$ cat src/rtl/mu0_control.sv
// mu0_control: FSM control unit for the MU0 16-bit CPU.
//
// Sequences FETCH -> EXEC for each instruction and decodes the datapath
// controls (mux selects, register enables, ALU mode) from the state and the
// opcode F. Memory accesses use a Rd/Wr request held until Mem_Ready; an
// optional bus timeout (TIMEOUT > 0) parks the FSM in HALT with a sticky
// Bus_err.
//
// Parameters:
//   TIMEOUT     max consecutive wait cycles per access (0 = no timeout, <=255)
// Optional build macro:
//   MU0_INSTR_COUNT_EN  enables the completed-instruction counter
//                       (Instr_count reads 16'h0000 when undefined)
//
// Ports:
//   Clk, Reset              clock, synchronous active-high reset
//   F[3:0], N, Z            opcode and accumulator flags from the datapath
//   Mem_Ready               memory completed the current Rd/Wr this cycle
//   X_sel, Y_sel, Addr_sel  datapath mux selects
//   PC_En, IR_En, Acc_En    register load enables
//   M[1:0]                  ALU mode (00 Y, 01 X+Y, 10 X+1, 11 X-Y)
//   Rd, Wr                  memory read / write requests
//   Halted, Bus_err         FSM in HALT / sticky bus timeout flag
//   Illegal                 pulse when an opcode 8-F completes execute
//   Instr_count[15:0]       completed instruction count
module mu0_control #(
  parameter int unsigned TIMEOUT = 0
) (
  input  logic        Clk,
  input  logic        Reset,
  input  logic [3:0]  F,
  input  logic        N,
  input  logic        Z,
  input  logic        Mem_Ready,
  output logic        X_sel,
  output logic        Y_sel,
  output logic        Addr_sel,
  output logic        PC_En,
  output logic        IR_En,
  output logic        Acc_En,
  output logic [1:0]  M,
  output logic        Rd,
  output logic        Wr,
  output logic        Halted,
  output logic        Bus_err,
  output logic        Illegal,
  output logic [15:0] Instr_count
);

  localparam int unsigned WAIT_W = 8;
  localparam int unsigned CNT_W  = 16;

  localparam logic [1:0] ST_FETCH = 2'd0;
  localparam logic [1:0] ST_EXEC  = 2'd1;
  localparam logic [1:0] ST_HALT  = 2'd2;

  localparam logic [1:0] M_Y   = 2'b00;
  localparam logic [1:0] M_ADD = 2'b01;
  localparam logic [1:0] M_INC = 2'b10;
  localparam logic [1:0] M_SUB = 2'b11;

  localparam logic [3:0] OP_LDA = 4'h0;
  localparam logic [3:0] OP_STA = 4'h1;
  localparam logic [3:0] OP_ADD = 4'h2;
  localparam logic [3:0] OP_SUB = 4'h3;
  localparam logic [3:0] OP_JMP = 4'h4;
  localparam logic [3:0] OP_JGE = 4'h5;
  localparam logic [3:0] OP_JNE = 4'h6;
  localparam logic [3:0] OP_STP = 4'h7;

  localparam logic [WAIT_W:0] TIMEOUT_X = (WAIT_W + 1)'(TIMEOUT);

  logic [1:0]        state_q, state_d;
  logic [WAIT_W-1:0] wait_cnt_q, wait_cnt_d;
  logic              bus_err_q, bus_err_d;

  logic access_c;
  logic waiting_c;
  logic timeout_c;

  // A memory access is in progress in FETCH and for opcodes 0-3 in EXEC.
  always_comb begin
    access_c = 1'b0;
    case (state_q)
      ST_FETCH: access_c = 1'b1;
      ST_EXEC:  access_c = (F[3:2] == 2'b00);
      default:  access_c = 1'b0;
    endcase
  end

  assign waiting_c = access_c & ~Mem_Ready;

  // Fires on the wait edge at which the counter would reach TIMEOUT.
  assign timeout_c = (TIMEOUT != 0) && waiting_c &&
                     (({1'b0, wait_cnt_q} + (WAIT_W + 1)'(1)) == TIMEOUT_X);

  // Next-state, wait counter and sticky bus error.
  always_comb begin
    state_d   = state_q;
    bus_err_d = bus_err_q;
    case (state_q)
      ST_FETCH: begin
        if (Mem_Ready) state_d = ST_EXEC;
      end
      ST_EXEC: begin
        if (F[3])                state_d = ST_FETCH;
        else if (F == OP_STP)    state_d = ST_HALT;
        else if (F[2])           state_d = ST_FETCH;
        else if (Mem_Ready)      state_d = ST_FETCH;
      end
      ST_HALT:  state_d = ST_HALT;
      default:  state_d = ST_FETCH;
    endcase

    if (timeout_c) begin
      state_d   = ST_HALT;
      bus_err_d = 1'b1;
    end

    // Counter restarts on every state change; saturates so it cannot wrap.
    if (state_d != state_q)
      wait_cnt_d = '0;
    else if (waiting_c && (wait_cnt_q != {WAIT_W{1'b1}}))
      wait_cnt_d = wait_cnt_q + WAIT_W'(1);
    else
      wait_cnt_d = wait_cnt_q;
  end

  always_ff @(posedge Clk) begin
    if (Reset) begin
      state_q    <= ST_FETCH;
      wait_cnt_q <= '0;
      bus_err_q  <= 1'b0;
    end else begin
      state_q    <= state_d;
      wait_cnt_q <= wait_cnt_d;
      bus_err_q  <= bus_err_d;
    end
  end

  // Combinational output decode; everything except Halted/Bus_err is
  // forced low while Reset is asserted.
  always_comb begin
    X_sel    = 1'b0;
    Y_sel    = 1'b0;
    Addr_sel = 1'b0;
    PC_En    = 1'b0;
    IR_En    = 1'b0;
    Acc_En   = 1'b0;
    M        = M_Y;
    Rd       = 1'b0;
    Wr       = 1'b0;
    Illegal  = 1'b0;
    Halted   = (state_q == ST_HALT);
    Bus_err  = bus_err_q;

    if (!Reset) begin
      case (state_q)
        ST_FETCH: begin
          Rd    = 1'b1;
          X_sel = 1'b1;
          M     = M_INC;
          IR_En = Mem_Ready;
          PC_En = Mem_Ready;
        end
        ST_EXEC: begin
          Addr_sel = 1'b1;
          case (F)
            OP_LDA: begin
              Rd     = 1'b1;
              M      = M_Y;
              Acc_En = Mem_Ready;
            end
            OP_STA: begin
              Wr = 1'b1;
            end
            OP_ADD: begin
              Rd     = 1'b1;
              M      = M_ADD;
              Acc_En = Mem_Ready;
            end
            OP_SUB: begin
              Rd     = 1'b1;
              M      = M_SUB;
              Acc_En = Mem_Ready;
            end
            OP_JMP: begin
              Y_sel = 1'b1;
              PC_En = 1'b1;
            end
            OP_JGE: begin
              Y_sel = 1'b1;
              PC_En = ~N;
            end
            OP_JNE: begin
              Y_sel = 1'b1;
              PC_En = ~Z;
            end
            OP_STP: begin
              // No enables; the FSM moves to HALT.
            end
            default: begin
              Illegal = 1'b1;
            end
          endcase
        end
        default: begin
          // HALT: only Halted/Bus_err are driven.
        end
      endcase
    end
  end

`ifdef MU0_INSTR_COUNT_EN
  logic             leave_exec_c;
  logic [CNT_W-1:0] instr_count_q, instr_count_d;

  // An instruction completes on any EXEC exit other than a timeout.
  assign leave_exec_c = (state_q == ST_EXEC) && (state_d != ST_EXEC) && !timeout_c;

  always_comb begin
    instr_count_d = instr_count_q;
    if (leave_exec_c) instr_count_d = instr_count_q + CNT_W'(1);
  end

  always_ff @(posedge Clk) begin
    if (Reset) instr_count_q <= '0;
    else       instr_count_q <= instr_count_d;
  end

  assign Instr_count = instr_count_q;
`else
  assign Instr_count = CNT_W'(0);
`endif

endmodule

$ cat config.mk
export PLATFORM = sky130hd
export DESIGN_NAME = mu0_control
export DESIGN_NICKNAME = d
export VERILOG_FILES = /design/src/rtl/mu0_control.sv
export SDC_FILE = /design/constraint.sdc
export NUM_CORES = 1
export LEC_CHECK = 0
export ABC_AREA = 1
export CORE_MARGIN = 3
export CORE_UTILIZATION = 25
export DETAILED_ROUTE_END_ITERATION = 10
export PLACE_DENSITY = 0.78
export SLEW_MARGIN = 20
export SYNTH_ARGS = -nofsm -noshare
export SYNTH_HDL_FRONTEND = slang
export SYNTH_SLANG_ARGS = --single-unit
$ cat constraint.sdc
create_clock -name Clk -period 0.8 [get_ports Clk]
set_input_delay 0.08 -clock Clk [delete_from_list [all_inputs] [get_ports Clk]]
set_output_delay 0.08 -clock Clk [all_outputs]
set_load 0.02 [all_outputs]
==> results.toml <==
[synthesis]
synthSimpleGateAreaFrac_pct = 40.0
netlist_instances = 67
synth_top_flop_cell = "dfxtp_1"
synth_area_um2 = 413
yosys.area.top_type_share_pct = 30.9
synth_mux_area_share_pct = 0
synth_top_family_by_area = "buffers and inverters"
synth_seq_cells = 2
ys_top_cells_by_area = "buf_4 (31%), dfxtp_1 (9.7%), nand2_1 (9.1%)"
synth_compound_area_share_pct = 6.67
yosysTopAreaCell = "buf_4"
ys_async_sr_fraction_pct = 0
yosys-top-cells-count = "buf_4 (17), nand2_1 (10), nor2_1 (7)"
yosys_warnings = 0
synth_edf_count = 0
avgSynthCellArea_um2 = 6.16
synthAdderAreaFrac_pct = 0
ys_types = 18
synth-xor-area-share_pct = 0
yosysSeqAreaShare_pct = 9.70
synth.most_common_cell = "buf_4"

[drt]
drcViolationCount = 0
ant_nets = 0
num_vias = 465
avgRoutedWirePerCell_um = 10.1
drt_pass1_iterations = 2
drt-initial-drc-count = 4
vias_per_cell = 3.94
routed_wl_um = 1200

[placed_design]
place.gp.congestion = 0.764
dp_hpwl_um = 908
place_area_um2 = 712
placed_cells = 114
port_buffers = 20

[critical_path]
reg2reg_to = "state_q[1]"
cp_max_fo = 5
cp-endpoint = "Y_sel"
cp.required_ps = 720
worstRegToRegCells = 5
cp.arrival_ps = 1120
reg2reg_from = "state_q[1]"
regToRegSetupSlack_ps = -170
critPathLaunchType = "flip-flop"
cp-end-kind = "output pin"
critPathLaunch = "state_q[0]"
critPathKind = "reg2out"

[clock_tree]
numClockSinks = 2
cts.clk_slew.worst_paths_ps = 30
root_buffer = "clkbuf_4"
hold_buffers = 0
clock_latency_ps = 220
numCtsBuffers = 3
cts_max_path_buffers = 2
htreeDepth = 1
cts_tree = "built"

[floorplanning]
top_level_ports = 38
start_util_pct = 27.1
die_area_mm2 = 0.00218
core_region_area_mm2 = 0.00152
rows = 14
die_h_um = 46.6
die_w_um = 46.6

[power_and_ir_drop]
netSwitchingPower_uw = 340
clockPowerShare_pct = 26.7
pwr-share-comb_pct = 58.0
swShare_pct = 42.4
internal_power_uw = 462
pwr-share-seq_pct = 15.2
p_leak_uw = 0.000409
power_density_mw_per_mm2 = 1000
vdd_drop_max_mv = 0.751

[final_layout]
final_area_um2 = 801
largest_reg_flops = 2
num-fill-cells = 160
nNetsFinal = 113
fin_cells = 118
top_regs = "state_q: 2 flops"
layout-drive-gt1-share_pct = 62.7
top_register = "state_q"
multi_input_area_um2 = 365
diodes = 0
area.sequential_um2 = 47.5
area_growth_pct = 93.9

[global_route]
grt_overflow_total = 0
grt_pass1_wl_um = 1720
grt_antenna_before_repair = 0
grt_pass1_vias = 432
grt.total_usage_pct = 10.9
grt_max_degree = 6

[sta]
fin_crit_ps = 1200
finalCritPeriodShare_pct = 150
tns_ps = -4300
final-setup-viol-count = 14
finalMaxSlewViolations = 0
rsz0062_at_grt = "yes"
whs_ps = 350
skew_ps = 0.822
max_freq_ghz = 0.831
timing_hold_violations_final = 0
fin_ws_ps = -404

[outcome]
status = "complete, but fails checks"
failed_checks = "negative setup slack"

[flow_run]
max_cap_violations = 0

[worst_hold_path]
hold_class = "in2reg"
-- critical path, cell delays in order (launching register included) --
cell and delay, ps:
dfxtp_4 370, nand2_2 90, buf_4 140, nor3_2 140, buf_4 160
-- how the worst min path moves through the flow --
stage / start / endpoint / slack, ps / cells past startpoint
6_report: Reset / state_q[0] / 350 / 3
5_1_grt: Reset / state_q[0] / 390 / 3
4_1_cts: Reset / state_q[0] / 350 / 3
3_5_place_dp: state_q[0] / state_q[1] / 670 / 3
3_3_place_gp: state_q[0] / state_q[1] / 650 / 3
2_1_floorplan: Reset / state_q[0] / 140 / 1
-- power by group through the flow --
stage               registers (uW)  logic [uW]  clock network (uW)
CTS                            122         442                 224
floorplan                      117         307                   0
finish                         122         466                 215
detailed placement             123         419                   0
global route                   123         502                 226
global placement               123         411                   0
-- cells by family after synthesis --
kind of cell,count (synthesis)
and+or+nand+nor,31
AOI/OAI and AO/OA,5
other,1
buffers and inverters,28
DFF,2
-- cell type report --
class / count / share of cell area [%]
inverter: 10 / 5.31
sequential: 2 / 5.94
clock buffer: 3 / 2.81
tap: 16 / 2.50
multi-input combinational: 53 / 45.6
timing repair buffer: 34 / 37.8
-- repair_timing --
item / in CTS / in global routing
resized for setup: 87 / 8
endpoints found under the hold margin: 0 / 0
pin swaps: 6 / 4
setup endpoints to repair: 14 / 14
cloned: 0 / 0
setup buffers: 1 / 0
-- cells in the final DEF (no fill, tap or decap) --
cell             count
a21oi_1              1
a21oi_2              2
a21oi_4              1
buf_4               17
buf_6                9
clkbuf_4             3
clkdlybuf4s50_1      3
conb_1              17
dfxtp_4              2
dlygate4sd2_1        5
inv_1                4
inv_2                4
inv_4                2
nand2_1              4
nand2_2              7
nand2_4              2
nand3_1              1
nand3_2              1
nand3b_1             1
nand4_1              1
nor2_2               4
nor2_4               6
nor3_2               2
nor3_4               2
o21a_1               1
-- metrics by stage --
stage,utilization [%],setup WS (ps),power (uW)
after floorplan,-,-232,424
after global placement,46.7,-969,534
after detailed placement,46.7,-976,542
after CTS,50.6,-418,788
after global routing,52.5,-453,851
final,52.5,-404,802
-- routing by layer --
layer | wire length [um] | track usage [%] | vias up | share of wire [%]
li1 | - | - | 244 | -
met4 | 0 | 4.97 | 0 | 0
met5 | 0 | 0 | - | 0
met3 | 119 | 1.17 | 0 | 9.9
met2 | 671 | 20.6 | 21 | 56
met1 | 405 | 11.9 | 200 | 34
Power figures use the tool's default switching activity.
